==> src/rtl/inst_fetch_if.sv <==
// Bundle of the fetch-stage signals: nextpc_gen handshake, instruction SRAM port,
// flush input and the IF/ID boundary register outputs.
interface inst_fetch_if;
    logic        pc_refresh;
    logic [31:0] pc;
    logic        pc_adel;
    logic        flush;
    logic        inst_req;
    logic [31:0] inst_addr;
    logic        inst_addr_ok;
    logic        inst_data_ok;
    logic [31:0] inst_rdata;
    logic        id_allowin;
    logic        if_valid;
    logic [31:0] if_inst;
    logic [31:0] if_pc;
    logic        if_adel;

    modport master (
        input  pc, pc_adel, flush, inst_addr_ok, inst_data_ok, inst_rdata, id_allowin,
        output pc_refresh, inst_req, inst_addr, if_valid, if_inst, if_pc, if_adel
    );

    modport slave (
        output pc, pc_adel, flush, inst_addr_ok, inst_data_ok, inst_rdata, id_allowin,
        input  pc_refresh, inst_req, inst_addr, if_valid, if_inst, if_pc, if_adel
    );
endinterface

==> src/rtl/inst_fetch.sv <==
// MIPS instruction-fetch stage: one outstanding SRAM request, a one-entry skid
// register and cancellation of responses that were in flight across a flush.
module inst_fetch #(
    parameter logic [31:0] RESET_PC = 32'hbfc00000
) (
    input  logic         clk,
    input  logic         rst,
    inst_fetch_if.master bus
);
    typedef enum logic [1:0] {
        S_REQ,
        S_WAIT,
        S_HOLD,
        S_CANCEL
    } state_t;

    state_t      state_q;
    logic [31:0] req_pc_q;
    logic [31:0] skid_inst_q;
    logic [31:0] skid_pc_q;
    logic        if_valid_q;
    logic [31:0] if_inst_q;
    logic [31:0] if_pc_q;
    logic        if_adel_q;

    logic        slot_free;
    logic        pop;
    logic        req_go;
    logic        adel_load;
    logic        req_fire;

    // rst gates the strobes so nothing leaks out while the state is being forced.
    always_comb begin
        slot_free = !if_valid_q || bus.id_allowin;
        pop       = if_valid_q && bus.id_allowin;
        req_go    = rst && (state_q == S_REQ) && slot_free && !bus.flush;
        adel_load = req_go && bus.pc_adel;
        req_fire  = req_go && !bus.pc_adel && bus.inst_addr_ok;
    end

    assign bus.inst_req   = req_go && !bus.pc_adel;
    assign bus.inst_addr  = bus.pc;
    assign bus.pc_refresh = rst && (req_fire || adel_load || bus.flush);

    assign bus.if_valid   = if_valid_q;
    assign bus.if_inst    = if_inst_q;
    assign bus.if_pc      = if_pc_q;
    assign bus.if_adel    = if_adel_q;

    always_ff @(posedge clk or negedge rst) begin
        if (!rst) begin
            state_q     <= S_REQ;
            req_pc_q    <= RESET_PC;
            skid_inst_q <= 32'h0;
            skid_pc_q   <= RESET_PC;
            if_valid_q  <= 1'b0;
            if_inst_q   <= 32'h0;
            if_pc_q     <= RESET_PC;
            if_adel_q   <= 1'b0;
        end else if (bus.flush) begin
            // Flush wins over everything; an in-flight response still has to be absorbed.
            if_valid_q  <= 1'b0;
            skid_inst_q <= 32'h0;
            skid_pc_q   <= RESET_PC;
            unique case (state_q)
                S_WAIT, S_CANCEL: state_q <= bus.inst_data_ok ? S_REQ : S_CANCEL;
                default:          state_q <= S_REQ;
            endcase
        end else begin
            if (pop) begin
                if_valid_q <= 1'b0;
            end
            unique case (state_q)
                S_REQ: begin
                    if (req_fire) begin
                        req_pc_q <= bus.pc;
                        state_q  <= S_WAIT;
                    end else if (adel_load) begin
                        // Faulting PC bypasses the SRAM and travels down as a tagged bubble.
                        if_valid_q <= 1'b1;
                        if_inst_q  <= 32'h0;
                        if_pc_q    <= bus.pc;
                        if_adel_q  <= 1'b1;
                    end
                end
                S_WAIT: begin
                    if (bus.inst_data_ok) begin
                        if (slot_free) begin
                            if_valid_q <= 1'b1;
                            if_inst_q  <= bus.inst_rdata;
                            if_pc_q    <= req_pc_q;
                            if_adel_q  <= 1'b0;
                            state_q    <= S_REQ;
                        end else begin
                            skid_inst_q <= bus.inst_rdata;
                            skid_pc_q   <= req_pc_q;
                            state_q     <= S_HOLD;
                        end
                    end
                end
                S_HOLD: begin
                    if (bus.id_allowin) begin
                        if_valid_q <= 1'b1;
                        if_inst_q  <= skid_inst_q;
                        if_pc_q    <= skid_pc_q;
                        if_adel_q  <= 1'b0;
                        state_q    <= S_REQ;
                    end
                end
                S_CANCEL: begin
                    if (bus.inst_data_ok) begin
                        state_q <= S_REQ;
                    end
                end
                default: state_q <= S_REQ;
            endcase
        end
    end
endmodule

==> src/flat_wrapper.sv <==
// flat-port wrapper written by rule: the top's interface ports become plain ports
module inst_fetch_flat 
#(
    parameter logic [31:0] RESET_PC = 32'hbfc00000
)
  (clk, rst, bus_pc, bus_pc_adel, bus_flush, bus_inst_addr_ok, bus_inst_data_ok, bus_inst_rdata, bus_id_allowin, bus_pc_refresh, bus_inst_req, bus_inst_addr, bus_if_valid, bus_if_inst, bus_if_pc, bus_if_adel);
  inst_fetch_if bus_i ();
  input  logic clk;
  input  logic rst;
  input wire logic [$bits(bus_i.pc)-1:0] bus_pc;
  input wire logic [$bits(bus_i.pc_adel)-1:0] bus_pc_adel;
  input wire logic [$bits(bus_i.flush)-1:0] bus_flush;
  input wire logic [$bits(bus_i.inst_addr_ok)-1:0] bus_inst_addr_ok;
  input wire logic [$bits(bus_i.inst_data_ok)-1:0] bus_inst_data_ok;
  input wire logic [$bits(bus_i.inst_rdata)-1:0] bus_inst_rdata;
  input wire logic [$bits(bus_i.id_allowin)-1:0] bus_id_allowin;
  output wire logic [$bits(bus_i.pc_refresh)-1:0] bus_pc_refresh;
  output wire logic [$bits(bus_i.inst_req)-1:0] bus_inst_req;
  output wire logic [$bits(bus_i.inst_addr)-1:0] bus_inst_addr;
  output wire logic [$bits(bus_i.if_valid)-1:0] bus_if_valid;
  output wire logic [$bits(bus_i.if_inst)-1:0] bus_if_inst;
  output wire logic [$bits(bus_i.if_pc)-1:0] bus_if_pc;
  output wire logic [$bits(bus_i.if_adel)-1:0] bus_if_adel;
  assign bus_i.pc = bus_pc;
  assign bus_i.pc_adel = bus_pc_adel;
  assign bus_i.flush = bus_flush;
  assign bus_i.inst_addr_ok = bus_inst_addr_ok;
  assign bus_i.inst_data_ok = bus_inst_data_ok;
  assign bus_i.inst_rdata = bus_inst_rdata;
  assign bus_i.id_allowin = bus_id_allowin;
  assign bus_pc_refresh = bus_i.pc_refresh;
  assign bus_inst_req = bus_i.inst_req;
  assign bus_inst_addr = bus_i.inst_addr;
  assign bus_if_valid = bus_i.if_valid;
  assign bus_if_inst = bus_i.if_inst;
  assign bus_if_pc = bus_i.if_pc;
  assign bus_if_adel = bus_i.if_adel;
  inst_fetch #(.RESET_PC(RESET_PC)) u_core (.clk(clk), .rst(rst), .bus(bus_i));
endmodule
==> config.mk <==
export PLATFORM = sky130hd
export DESIGN_NAME = inst_fetch_flat
export DESIGN_NICKNAME = d
export VERILOG_FILES = /design/src/rtl/inst_fetch_if.sv /design/src/rtl/inst_fetch.sv /design/src/flat_wrapper.sv
export SDC_FILE = /design/constraint.sdc
export NUM_CORES = 1
export LEC_CHECK = 0
export CORE_UTILIZATION = 30
export CTS_BUF_LIST = sky130_fd_sc_hd__clkbuf_8
export CTS_CLUSTER_DIAMETER = 60
export CTS_CLUSTER_SIZE = 28
export DETAILED_ROUTE_END_ITERATION = 8
export SETUP_SLACK_MARGIN = 0.05
export SYNTH_ARGS = -nofsm -noshare
export SYNTH_HDL_FRONTEND = slang
export SYNTH_SLANG_ARGS = --single-unit
==> constraint.sdc <==
create_clock -name clk -period 5.54 [get_ports clk]
set_input_delay 1.108 -clock clk [delete_from_list [all_inputs] [get_ports clk]]
set_output_delay 1.108 -clock clk [all_outputs]
set_load 0.01 [all_outputs]
==> out/qor.yml <==
grtUsageTotal_pct: 14.3
dpl.hpwl_um: 10900
die-area_mm2: 0.0259
leakage_uw: 0.00408
grt_max_degree: 98
peakVddDrop_uv: 303
cp-start-kind: "primary input"
synth.cell_area_mm2: 0.00757
wl_per_cell_um: 17.3
syn_to_final_growth_pct: 28.0
hold-worst-slack_ps: 487
die_height_um: 161
worstPathMaxFanout: 12
htree_num_levels: 4
numPortBuffers: 170
worstPathRequired_ps: 4430
slew_violations: 0
numCtsBuffers: 17
synth_enable_flop_cells: 0
synth_seq_area_share_pct: 54.7
globalRoute.totalOverflow: 0
drive_above_1_share_pct: 16.6
syn_nets: 681
vias: 5239
crit_arrival_ps: 3040
final_cell_mix: "clkdlybuf4s50_1, dfrtp_1, a22oi_1"
instances_no_fill: 1061
die_w_um: 161
diodes: 0
synth_cells: 605
synth_flop_cell: "dfrtp_1"
dr.pass1.iters: 4
postSynthAreaPerCell_um2: 12.5
end_kind: "output port"
grt_pass1_wl_um: 29300
path_clk_slew_ps: 80
wirelength_um: 18300
hold_viol_final: 0
p_per_area_mw_per_mm2: 488
crit_type: "primary input to output port"
antenna_found_initial: 1
holdCritPathClass: "register to register"
fin_nets: 800
grt_pass1_vias: 5340
worst_slew_pin_slew_ps: 946
place_congestion: 0.755
cap_violations: 0
drc: 0
yosysUniqueCellTypes: 38
root_buffer: "clkbuf_8"
max-slew-margin-rel_pct: 36.9
clk_path_buf_depth: 2
async_reset_ff_share_pct: 100
io_pins: 171
yosys_warnings: 0
tns_ps: 0
cts_tree: "built"
place_inst: 1029
row_count: 57
core-area_mm2: 0.0245
rsz0062_at_grt: "false"
cts_resized: 0
cts_sinks: 164
post_cts_buffers: 0
skew_ps: 19.5
status: "completed"
layout_commonest_cell: "clkdlybuf4s50_1"
start_util_pct: 30.9
synth-seq-cells: 164
period_share_pct: 74.9
fmax_ghz: 0.241
ant_nets: 0
insertion_delay_ps: 440
min_period_ps: 4150
dr.first_iter.drc_count: 269
fill_cells: 2378
setup_violations: 0
cts_hold_buffers: 0
vias_per_cell: 4.94
path summary, 6_finish.rpt:
kind	from	to	slack, ps	depth (start not counted)
max	bus_flush	bus_pc_refresh	1390	6
min	u_core.bus.if_inst[19]	u_core.bus.if_inst[19]	490	1
max reg2reg	u_core.state_q[1]	u_core.skid_pc_q[26]	2560	6
min reg2reg	u_core.bus.if_inst[19]	u_core.bus.if_inst[19]	490	1
max in group asynchronous	rst	u_core.skid_pc_q[8]	3790	2
min in group asynchronous	rst	u_core.skid_inst_q[29]	550	1
registers in the layout, indices dropped and copies added (netlist names):
register / flops
u_core.bus.if_inst: 32
u_core.bus.if_pc: 32
u_core.req_pc_q: 32
u_core.skid_inst_q: 32
u_core.skid_pc_q: 32
u_core.state_q: 2
u_core.bus.if_adel: 1
u_core.bus.if_valid: 1
Yosys cell counts (2+ instances only):
library cell / n / share of area [%]
dfrtp_1: 137 / 45
a22oi_1: 64 / 6.3
a22o_1: 55 / 6.4
mux2_1: 49 / 7.3
mux2_2: 48 / 7.1
nor2b_1: 35 / 2.9
a21oi_1: 33 / 2.2
nor2_1: 33 / 1.6
buf_4: 32 / 3.2
dfstp_2: 27 / 9.4
clkbuf_1: 26 / 1.3
buf_2: 12 / 0.79
o22a_1: 9 / 1.0
buf_12: 5 / 1.3
ha_1: 5 / 0.83
nand2_1: 5 / 0.25
buf_1: 4 / 0.20
inv_1: 4 / 0.20
mux2i_1: 2 / 0.26
o21ai_0: 2 / 0.13
layout make-up:
class / count / area (um2) / area share (%)
Sequential cell: 164 / 4140 / 42.7
Clock buffer: 17 / 234 / 2.41
Multi-Input combinational cell: 357 / 2940 / 30.4
Tap cell: 324 / 405 / 4.18
Inverter: 4 / 15.0 / 0.155
Timing Repair Buffer: 180 / 1780 / 18.3
Clock inverter: 15 / 178 / 1.83
critical path, stage by stage:
cell             delay [ps]
clkdlybuf4s50_1         630
and2b_1                 370
nand4_2                 180
nand2_1                 110
o21a_1                  120
clkdlybuf4s50_1         530
logic make-up after synthesis:
family                     count (synthesis)  synth area share [%]
DFF                                      164                  54.7
buffers and inverters                     84                  7.12
AOI/OAI and AO/OA                        172                  17.1
adders and majority gates                  5                 0.826
and+or+nand+nor                           81                  5.59
muxes                                     99                  14.7
report_power, final:
| group | switching (uW) | leakage (uW) | internal (uW) |
|---|---|---|---|
| combinational | 940 | 0.00175 | 1030 |
| clock | 451 | 0.000230 | 483 |
| sequential | 208 | 0.00210 | 1610 |
per-layer routing:
metal | track usage (%) | part of all wire (%) | vias up
met4 | 3.99 | 0.68 | 2
met1 | 19.2 | 48 | 2663
met3 | 2.97 | 4.3 | 10
met2 | 23.4 | 47 | 143
li1 | - | - | 2421
met5 | 0 | 0.071 | -
through the flow:
step / total power, uW / instance area (um2) / utilization [%] / worst slack (ps)
global route: 5050 / 9690 / 39.5 / 1280
finish: 4730 / 9690 / 39.5 / 1390
floorplan: 3030 / 7570 / - / 2410
detailed placement: 3860 / 9280 / 37.8 / 1370
CTS: 4810 / 9690 / 39.5 / 1360
global placement: 3830 / 9280 / 37.8 / 1390
Power figures use the tool's default switching activity.
